### config.mk
export PLATFORM = sky130hd
export DESIGN_NAME = if_fetch_unit_flat
export DESIGN_NICKNAME = d
export VERILOG_FILES = /design/src/rtl/if_fetch_unit_if.sv /design/src/rtl/if_fetch_unit.sv /design/src/flat_wrapper.sv
export SDC_FILE = /design/constraint.sdc
export NUM_CORES = 1
export LEC_CHECK = 0
export BUFFER_PORTS_ARGS = -buffer_cell sky130_fd_sc_hd__buf_4
export CORE_ASPECT_RATIO = 1.2
export CORE_MARGIN = 4
export CORE_UTILIZATION = 46
export DETAILED_ROUTE_END_ITERATION = 12
export PLACE_DENSITY_LB_ADDON = 0.08
export RECOVER_POWER = 50
export REMOVE_ABC_BUFFERS = 1
export SYNTH_ARGS = -nofsm -noshare
export SYNTH_HDL_FRONTEND = slang
export SYNTH_SLANG_ARGS = --single-unit
### constraint.sdc
create_clock -name clk -period 3.1 [get_ports clk]
set_input_delay 0.31 -clock clk [delete_from_list [all_inputs] [get_ports clk]]
set_output_delay 0.31 -clock clk [all_outputs]
set_load 0.01 [all_outputs]
### src/rtl/if_fetch_unit_if.sv
// Instruction-memory request/ready port shared by the fetch stage and the memory.
interface if_fetch_unit_if;
  logic        imem_req;
  logic [15:0] imem_addr;
  logic        imem_ready;
  logic [15:0] imem_rdata;

  modport master (output imem_req, imem_addr, input imem_ready, imem_rdata);
  modport slave  (input imem_req, imem_addr, output imem_ready, imem_rdata);
endinterface

### src/rtl/if_fetch_unit.sv
// Fetch stage: owns the PC, issues imem requests, writes IF/ID with a one-entry
// skid for stalls, applies ID redirects and stops on the halt opcode.
module if_fetch_unit #(
  parameter logic [15:0] RESET_PC   = 16'h0000,
  parameter logic [3:0]  HLT_OPCODE = 4'hF
) (
  input  logic                   clk,
  input  logic                   rst_n,
  input  logic                   stall,
  input  logic                   redirect,
  input  logic [15:0]            redirect_pc,
  if_fetch_unit_if.master        imem,
  output logic                   if_id_wen,
  output logic                   if_id_flush,
  output logic [15:0]            if_id_pcplus2,
  output logic [15:0]            if_id_instr,
  output logic                   halted
);
  typedef enum logic [1:0] {FETCH, DISCARD, HALTED} fsm_t;

  fsm_t        fsm;
  logic [15:0] pc;
  logic [15:0] disc_addr;
  logic [15:0] skid_instr;
  logic [15:0] skid_pc2;
  logic [15:0] pc_plus2;
  logic        pend;
  logic        skid_v;
  logic        req;
  logic        accept;
  logic        deliver;

  assign pc_plus2 = pc + 16'd2;

  always_comb begin
    req = 1'b0;
    case (fsm)
      FETCH:   req = pend | (~stall & ~skid_v);
      DISCARD: req = 1'b1;
      default: req = pend;
    endcase
    req = req & rst_n;
  end

  // DISCARD keeps the abandoned request's address on the bus until it completes.
  assign imem.imem_req  = req;
  assign imem.imem_addr = (fsm == DISCARD) ? disc_addr : pc;

  assign accept  = req & imem.imem_ready & ~redirect & (fsm == FETCH);
  assign deliver = skid_v & ~stall & ~redirect;

  always_comb begin
    if_id_wen     = 1'b0;
    if_id_instr   = '0;
    if_id_pcplus2 = '0;
    if (deliver) begin
      if_id_wen     = 1'b1;
      if_id_instr   = skid_instr;
      if_id_pcplus2 = skid_pc2;
    end else if (accept & ~stall) begin
      if_id_wen     = 1'b1;
      if_id_instr   = imem.imem_rdata;
      if_id_pcplus2 = pc_plus2;
    end
  end

  assign if_id_flush = redirect & rst_n;
  assign halted      = (fsm == HALTED);

  always_ff @(posedge clk or negedge rst_n) begin
    if (!rst_n) begin
      pc         <= RESET_PC;
      fsm        <= FETCH;
      pend       <= 1'b0;
      skid_v     <= 1'b0;
      skid_instr <= '0;
      skid_pc2   <= '0;
      disc_addr  <= '0;
    end else if (redirect) begin
      // An unfinished request must still be drained; one completing now is just dropped.
      pc        <= redirect_pc;
      skid_v    <= 1'b0;
      disc_addr <= imem.imem_addr;
      pend      <= pend & ~imem.imem_ready;
      fsm       <= (pend & ~imem.imem_ready) ? DISCARD : FETCH;
    end else begin
      pend <= req & ~imem.imem_ready;
      if (deliver)
        skid_v <= 1'b0;
      case (fsm)
        FETCH: begin
          if (accept) begin
            pc <= pc_plus2;
            if (stall) begin
              skid_v     <= 1'b1;
              skid_instr <= imem.imem_rdata;
              skid_pc2   <= pc_plus2;
            end
            if (imem.imem_rdata[15:12] == HLT_OPCODE)
              fsm <= HALTED;
          end
        end
        DISCARD: begin
          if (imem.imem_ready)
            fsm <= FETCH;
        end
        default: ;
      endcase
    end
  end
endmodule

### src/flat_wrapper.sv
// flat-port wrapper written by rule: the top's interface ports become plain ports
module if_fetch_unit_flat 
#(
  parameter logic [15:0] RESET_PC   = 16'h0000,
  parameter logic [3:0]  HLT_OPCODE = 4'hF
)
  (clk, rst_n, stall, redirect, redirect_pc, if_id_wen, if_id_flush, if_id_pcplus2, if_id_instr, halted, imem_imem_req, imem_imem_addr, imem_imem_ready, imem_imem_rdata);
  if_fetch_unit_if imem_i ();
  input  logic clk;
  input  logic rst_n;
  input  logic stall;
  input  logic redirect;
  input  logic [15:0] redirect_pc;
  output logic if_id_wen;
  output logic if_id_flush;
  output logic [15:0] if_id_pcplus2;
  output logic [15:0] if_id_instr;
  output logic halted;
  output wire logic [$bits(imem_i.imem_req)-1:0] imem_imem_req;
  output wire logic [$bits(imem_i.imem_addr)-1:0] imem_imem_addr;
  input wire logic [$bits(imem_i.imem_ready)-1:0] imem_imem_ready;
  input wire logic [$bits(imem_i.imem_rdata)-1:0] imem_imem_rdata;
  assign imem_imem_req = imem_i.imem_req;
  assign imem_imem_addr = imem_i.imem_addr;
  assign imem_i.imem_ready = imem_imem_ready;
  assign imem_i.imem_rdata = imem_imem_rdata;
  if_fetch_unit #(.RESET_PC(RESET_PC), .HLT_OPCODE(HLT_OPCODE)) u_core (.clk(clk), .rst_n(rst_n), .stall(stall), .redirect(redirect), .redirect_pc(redirect_pc), .imem(imem_i), .if_id_wen(if_id_wen), .if_id_flush(if_id_flush), .if_id_pcplus2(if_id_pcplus2), .if_id_instr(if_id_instr), .halted(halted));
endmodule
==> flow_summary.yaml, run 1 <==
critical_path:
  start_kind: "input pin"
  cp.arrival_ns: 2.47
  reg2reg_slack_ns: 0.71
  end_kind: "primary output"
  timing.rr.end: "u_core.skid_pc2[6]"
  crit_fanout: 26
  r2r_cells: 5
  critPathRequiredTime_ns: 2.79
  path_class: "in2out"
  r2r-start: "u_core.fsm[0]"
route:
  drt-pass1-iter-count: 4
  vias_per_cell: 5.38
  drt_wl_total_um: 8360
  num_vias: 2948
  initialDrtViolationCount: 164
  drc_errors: 0
  antenna_left: 0
  post_drt_wl_per_cell_um: 15.2
sta:
  finalCritPeriodShare: 0.896
  rsz0062_at_grt: "no"
  fmax_mhz: 360
  hold_violations: 0
  tightestPinTransition_ns: 1.46
  slew_viol_final: 0
  setup_tns_ns: 0
  max_slew_margin: 0.0235
  period_needed_ns: 2.78
  final-setup-viol-count: 0
  skew_ns: 0.0133
place:
  dp_cells: 531
  hpwlAfterDp_um: 6030
  io_buffers: 88
  routabilityCongestion: 0.837
logic_synthesis:
  yosysTopAreaCellShare: 0.476
  yosysWarnings: 0
  synth_ff_type: "dfrtp_1"
  synthAdderAreaFrac: 0.00350
  synth-xor-area-share: 0.0515
  synthCells: 370
  synth-edff-count: 0
  synth-compound-area-share: 0.128
  ys_seq_elements: 68
  yosysSeqAreaShare: 0.476
  synthDistinctLibCells: 35
  synth_top_family_by_area: "simple AND/OR/NAND/NOR gates"
  syn_area_um2: 3570
  yosys-top-cells-area: "dfrtp_1, mux2_2, nand2_1"
  ys_async_sr_fraction: 1.00
  yosysTopAreaCell: "dfrtp_1"
  avgSynthCellArea_um2: 9.66
  synth_simple_gate_area_frac: 0.182
  synth_mux_area_frac: 0.126
die:
  die_y_um: 105
  initial_utilization: 0.483
  core_um2: 7400
  num_rows: 34
  io_pins: 89
  die_w_um: 88.5
  die-area_um2: 9250
worst_hold_path:
  hp-class: "in2reg"
  worstHoldStart: "imem_imem_rdata[4]"
  worstHoldEndpoint: "u_core.skid_instr[4]"
  holdPathStages: 3
global_routing:
  grt_pass1_wl_um: 13400
  grt_pass1_vias: 2796
  gr-total-overflow: 0
  grt_max_degree: 60
  antenna_found_initial: 0
  track_usage: 0.184
status:
  status: "finished clean"
finish:
  area_delta_synth_final_pct: 27.1
  most-common-layout-cells: "buf_4, nand2_1, dfrtp_1, o21ai_0, mux2_2"
  diodes: 0
  nets: 491
  drive_gt1_frac: 0.308
  instances_no_fill: 548
  fillers: 685
  layout_commonest_cell: "buf_4"
power_and_ir_drop:
  cellLeakagePower_nw: 2.15
  ir_worst_vdd_v: 0.000321
  powerDensity_nw_per_um2: 495
clocking:
  clock_sinks: 68
  max-clock-path-buffers: 2
  numCtsBuffers: 9
  cts_tree: "built"
  cts_resized: 0
  cts.htree.levels: 3
  clkLatencyLatePin_ns: 0.35
  clk_pin_slew_ns: 0.08
  cts-root-buf: "clkbuf_8"
job:
  maxCapViolations: 0
## layer usage
layer	track usage	vias to the layer above	wire length, um
met5	0	-	0
met4	0.0680	0	124
met2	0.282	85	3940
li1	-	1461	-
met3	0.0362	12	532
met1	0.257	1390	3760
## what timing repair did
action / 4_1_cts / 5_1_grt
hold buffers: 1 / 0
hold endpoints to repair: 9 / 0
setup buffers: 0 / 0
## cells by family after synthesis
group / after synthesis
and+or+nand+nor: 141
AOI/OAI and AO/OA: 68
DFF: 68
muxes: 40
buffers and inverters: 31
xor gates and xnor gates: 21
adders and majority gates: 1
## synth_stat cells, drive strengths merged, types with 8 or more instances
cell type / count
xnor2: 10
o21ai: 30
clkbuf: 20
nand4: 8
nor2: 9
nand3: 8
mux2: 39
xor2: 11
nand2: 88
a22o: 26
dfrtp: 68
## metrics by stage
| stage | instance area, um2 | total power [W] | util | hold WS, ns | worst slack [ns] |
|---|---|---|---|---|---|
| CTS | 4560 | 0.00227 | 0.616 | 0.156 | 0.254 |
| detailed placement | 4320 | 0.00143 | 0.584 | 0.166 | 0.813 |
| floorplan | 3470 | 0.00125 | - | 0.0144 | 0.190 |
| finish | 4540 | 0.00225 | 0.614 | 0.162 | 0.322 |
| global route | 4540 | 0.00236 | 0.614 | 0.159 | 0.122 |
| global placement | 4320 | 0.00142 | 0.584 | 0.164 | 0.857 |
## power breakdown
group	total (W)	internal, W	leakage, nW	switching, W
clock	0.000842	0.000482	0.113	0.000360
combinational	0.000341	0.000176	1.17	0.000166
sequential	0.00106	0.000988	0.866	0.0000765
total	0.00225	0.00165	2.15	0.000602
## worst max-delay path by stage
stage                        from                end  slack [ns]  cells past startpoint
finish                      rst_n    if_id_instr[12]        0.32                      6
global placement            rst_n   if_id_pcplus2[0]        0.86                      5
CTS                         rst_n   if_id_pcplus2[2]        0.25                      6
global route                rst_n  if_id_pcplus2[13]        0.12                      7
floorplan           u_core.skid_v  if_id_pcplus2[10]        0.19                      2
detailed placement          rst_n   if_id_pcplus2[2]        0.81                      5
## cell type report
| cell class | instances | area [um2] | share of cell area |
|---|---|---|---|
| inverter | 5 | 18.8 | 0.00413 |
| multi-input combinational | 271 | 1760 | 0.387 |
| tap | 90 | 113 | 0.0248 |
| clock buffer | 10 | 138 | 0.0303 |
| clock inverter | 6 | 93.8 | 0.0207 |
| sequential | 68 | 1700 | 0.375 |
| timing repair buffer | 98 | 721 | 0.159 |
## sequential cells by signal (all words and copies together) (netlist names)
register           cells
u_core.disc_addr      16
u_core.pc             16
u_core.skid_instr     16
u_core.skid_pc2       16
u_core.fsm             2
u_core.pend            1
u_core.skid_v          1
## critical path: stages
cell and delay [ns]:
dlygate4sd3_1 0.53, buf_4 0.21, and4bb_2 0.25, and2_1 0.75, a22o_1 0.27, buf_4 0.12
(Power assumes the default switching activity.)
==> run 2: changes to the inputs <==
==> constraint.sdc (replaced) <==
create_clock -name clk -period 3.4 [get_ports clk]
set_input_delay 0.34 -clock clk [delete_from_list [all_inputs] [get_ports clk]]
set_output_delay 0.34 -clock clk [all_outputs]
set_load 0.01 [all_outputs]
==> run 2 against run 1 <==
Sequential power down 8%. Non-clock buffer count decreased by 2. Sequential cell count did not move. Combinational power shrank 8.5%. Routed wire length increased by 0.54%. Via count is 1.5% lower.
==> flow_summary.yaml, run 2 (synthesis gave the netlist of run 1 again) <==
status:
  status: "finished clean"
critical_path:
  path_buf_inv: 4
  path_class: "in2out"
  crit_chain: "dlygate4sd3_1 > buf_4 > and4bb_1 > and2_1 > buf_4 > a22o_1 > buf_4"
  r2r_cells: 4
  crit_path_start: "rst_n"
  critPathRequiredTime_ns: 3.06
  critPathMaxStageDelay_ns: 0.52
  start_kind: "input pin"
  reg2reg_slack_ns: 1.21
  end_kind: "primary output"
  cp.arrival_ns: 2.41
  r2r-start: "u_core.fsm[0]"
  cp_slowest_cell: "dlygate4sd3_1"
  path_depth: 7
  crit_fanout: 26
  crit_end: "if_id_pcplus2[2]"
  critical-path-top-delay-family: "buffers and inverters"
  cp_common_cell: "buf_4"
  timing.rr.end: "u_core.pc[15]"
die:
  die-area_um2: 9250
  die_y_um: 105
  die_w_um: 88.5
  core_um2: 7400
  initial_utilization: 0.483
  num_rows: 34
  io_pins: 89
sta:
  max_slew_margin: 0.0406
  skew_ns: 0.00709
  finalCritPeriodShare: 0.808
  rsz0062_at_grt: "no"
  hold_violations: 0
  setup_tns_ns: 0
  slew_viol_final: 0
  fmax_mhz: 364
  tightestPinTransition_ns: 1.44
  period_needed_ns: 2.75
  final-setup-viol-count: 0
place:
  hpwlAfterDp_um: 5830
  placed_cell_area_um2: 4300
  dp_cells: 529
  io_buffers: 88
  routabilityCongestion: 0.846
clocking:
  hold_buffers: 1
  postCtsSetupBuffers: 0
  cts.htree.levels: 3
  clk_pin_slew_ns: 0.07
  cts_tree: "built"
  cts_resized: 0
  max-clock-path-buffers: 2
  clkLatencyLatePin_ns: 0.34
  numCtsBuffers: 9
  clock_sinks: 68
  cts-root-buf: "clkbuf_8"
power_and_ir_drop:
  powerDensity_nw_per_um2: 431
  cellLeakagePower_nw: 2.13
  power_w: 0.00194
  ir_worst_vdd_v: 0.000271
global_routing:
  antenna_found_initial: 0
  grt_max_degree: 59
  track_usage: 0.188
  grt_pass1_vias: 2797
  gr-total-overflow: 0
  grt_pass1_wl_um: 13700
finish:
  layout_commonest_cell: "buf_4"
  post-route-cell-area_um2: 4490
  area_delta_synth_final_pct: 25.6
  drive_gt1_frac: 0.305
  instances_no_fill: 545
  nets: 489
  diodes: 0
  most-common-layout-cells: "buf_4, nand2_1, dfrtp_1, o21ai_0, mux2_2"
  fillers: 695
  final_util: 0.607
route:
  post_drt_wl_per_cell_um: 15.4
  vias_per_cell: 5.33
  antenna_left: 0
  drt_wl_total_um: 8400
  drt-pass1-iter-count: 4
  drc_errors: 0
  initialDrtViolationCount: 89
  num_vias: 2903
worst_hold_path:
  hp-class: "in2reg"
job:
  maxCapViolations: 0
## run 2: metrics by stage
stage / hold slack, ns / worst slack (ns)
after global routing: 0.182 / 0.504
after global placement: 0.204 / 1.29
final: 0.195 / 0.654
after floorplan: 0.0444 / 0.460
after CTS: 0.183 / 0.716
after detailed placement: 0.207 / 1.27
## run 2: worst min-delay path by stage
stage	endpoint	depth (start not counted)	start	slack [ns]
after floorplan	u_core.disc_addr[0]	0	rst_n	0.04
after global placement	u_core.skid_pc2[0]	1	rst_n	0.20
after detailed placement	u_core.skid_pc2[0]	1	rst_n	0.21
after CTS	u_core.pend	2	imem_imem_ready	0.18
after global routing	u_core.pend	2	imem_imem_ready	0.18
final	u_core.pend	2	imem_imem_ready	0.19
## run 2: metal layers
layer	vias up	GRT usage	part of all wire
met3	16	0.0449	0.063
li1	1451	-	-
met5	-	0	0
met4	0	0.0680	0.017
met1	1359	0.268	0.47
met2	77	0.278	0.45
## run 2: layout make-up
| type | instances | area (um2) | area share |
|---|---|---|---|
| clock buffer | 10 | 138 | 0.0306 |
| tap | 90 | 113 | 0.0251 |
| sequential | 68 | 1700 | 0.379 |
| clock inverter | 5 | 52.6 | 0.0117 |
| inverter | 5 | 18.8 | 0.00418 |
| multi-input combinational | 271 | 1760 | 0.391 |
| timing repair buffer | 96 | 709 | 0.158 |
## run 2: where the power goes
part | internal (W) | total (W) | switching, W
Clock | 0.000351 | 0.000654 | 0.000303
Combinational | 0.000160 | 0.000312 | 0.000152
Sequential | 0.000902 | 0.000970 | 0.0000688
==> run 3: changes to the inputs <==
==> constraint.sdc (replaced) <==
create_clock -name clk -period 2.78 [get_ports clk]
set_input_delay 0.278 -clock clk [delete_from_list [all_inputs] [get_ports clk]]
set_output_delay 0.278 -clock clk [all_outputs]
set_load 0.01 [all_outputs]
==> run 3 against run 2 <==
The flow now finishes with violations (max-capacitance violations, max-slew violations). Final area grew 0.53%. Sequential power rose by 23%. Clock power increased by 34%. Final cell count increased by 0.37%. Clock-buffer cell count unchanged. Global-route usage decreased by 0.64 points. Setup slack worse by 0.42 ns.
==> flow_summary.yaml, run 3 (synthesis gave the netlist of run 1 again) <==
sta:
  tightestPinTransition_ns: 2.04
  max_slew_margin: -0.360
  skew_ns: 0.0113
  slew_viol_final: 40
  hold_violations: 0
  period_needed_ns: 2.55
  final-setup-viol-count: 0
  fmax_mhz: 392
  finalCritPeriodShare: 0.917
  setup_slack_ns: 0.232
  rsz0062_at_grt: "no"
place:
  place_ws_ns: 0.557
  hpwlAfterDp_um: 6000
  io_buffers: 88
  dp_cells: 531
  routabilityCongestion: 0.857
clocking:
  hold_buffers: 0
  cts_tree: "built"
  clock_sinks: 68
  cts.htree.levels: 3
  clk_pin_slew_ns: 0.08
  clkLatencyLatePin_ns: 0.34
  numCtsBuffers: 9
  postCtsSetupBuffers: 0
  max-clock-path-buffers: 2
  cts-root-buf: "clkbuf_8"
  cts_resized: 0
route:
  drc_errors: 0
  drt-pass1-iter-count: 4
  post_drt_wl_per_cell_um: 15.1
  drt_wl_total_um: 8260
  antenna_left: 0
  num_vias: 2932
  initialDrtViolationCount: 132
  vias_per_cell: 5.36
power_and_ir_drop:
  p_int_w: 0.00181
  p_clk_frac: 0.358
  p_seq_frac: 0.485
  p_comb_frac: 0.157
  ir_worst_vdd_v: 0.000455
  powerDensity_nw_per_um2: 543
  p_switching_w: 0.000644
  cellLeakagePower_nw: 2.13
  p_sw_frac: 0.263
global_routing:
  grt_pass1_vias: 2843
  antenna_found_initial: 0
  track_usage: 0.181
  grt_max_degree: 46
  gr-total-overflow: 0
  grt_pass1_wl_um: 13500
critical_path:
  path_buf_inv: 1
  cp_slowest_cell: "and2_1"
  start_kind: "flip-flop"
  crit_chain: "nor3_1 > and2_1 > a22o_1 > buf_4"
  critPathRequiredTime_ns: 2.50
  cp.arrival_ns: 2.27
  reg2reg_slack_ns: 0.41
  critPathMaxStageDelay_ns: 0.82
  critical-path-top-delay-family: "simple AND/OR/NAND/NOR gates"
  crit_fanout: 26
  end_kind: "primary output"
  path_class: "reg2out"
die:
  initial_utilization: 0.483
  core_um2: 7400
  die_w_um: 88.5
  io_pins: 89
  die-area_um2: 9250
  num_rows: 34
  die_y_um: 105
status:
  status: "finished with violations"
  failed_checks: "max-capacitance violations, max-slew violations"
finish:
  most-common-layout-cells: "buf_4, nand2_1, dfrtp_1, mux2_2, o21ai_0"
  drive_gt1_frac: 0.322
  layout_commonest_cell: "buf_4"
  nets: 490
  instances_no_fill: 547
  area_delta_synth_final_pct: 26.3
  diodes: 0
worst_hold_path:
  hp-class: "in2reg"
job:
  maxCapViolations: 1
==> run 3: per-layer routing <==
layer  track usage  routed length (um)
met3        0.0299                 473
met5             0                   0
met4        0.0691                 119
met1         0.260                3880
met2         0.274                3790
==> run 3: final cells by class <==
cell class	instances	area (um2)
clock buffer	10	128
clock inverter	6	88.8
fill	642	2890
inverter	5	18.8
multi-input combinational	271	1760
sequential	68	1700
tap	90	113
timing repair buffer	97	707
==> run 3: worst min-delay path, delay by kind of cell <==
kind	cells	cell delay, ns
buffers and inverters	1	0.08
AND/OR/NAND/NOR	2	0.09
==> run 3: power by group through the flow <==
stage                     clock [W]  combinational, W  sequential, W
final                      0.000878          0.000384        0.00119
after global placement            0          0.000384        0.00120
after global routing       0.000940          0.000431        0.00120
after floorplan                   0          0.000218        0.00118
after detailed placement          0          0.000393        0.00121
after CTS                  0.000894          0.000395        0.00119
==> run 3: worst paths after layout <==
path                                  startpoint               endpoint  cells past startpoint
max                                u_core.skid_v        if_id_instr[12]                      4
min                           imem_imem_rdata[4]   u_core.skid_instr[4]                      3
max reg2reg                        u_core.fsm[0]          u_core.pc[15]                      5
min reg2reg                u_core.skid_instr[15]  u_core.skid_instr[15]                      2
max in group asynchronous                  rst_n           u_core.pc[5]                      2
min in group asynchronous                  rst_n  u_core.skid_instr[12]                      2
==> run 3: through the flow <==
stage | util | setup TNS, ns | area, um2 | hold slack (ns) | power (W)
floorplan | - | -1.98 | 3470 | -0.0176 | 0.00140
detailed placement | 0.584 | 0 | 4320 | 0.375 | 0.00160
CTS | 0.613 | 0 | 4540 | 0.00875 | 0.00248
finish | 0.610 | 0 | 4510 | 0.140 | 0.00245
global route | 0.610 | 0 | 4510 | 0.136 | 0.00258
global placement | 0.584 | 0 | 4320 | 0.372 | 0.00158
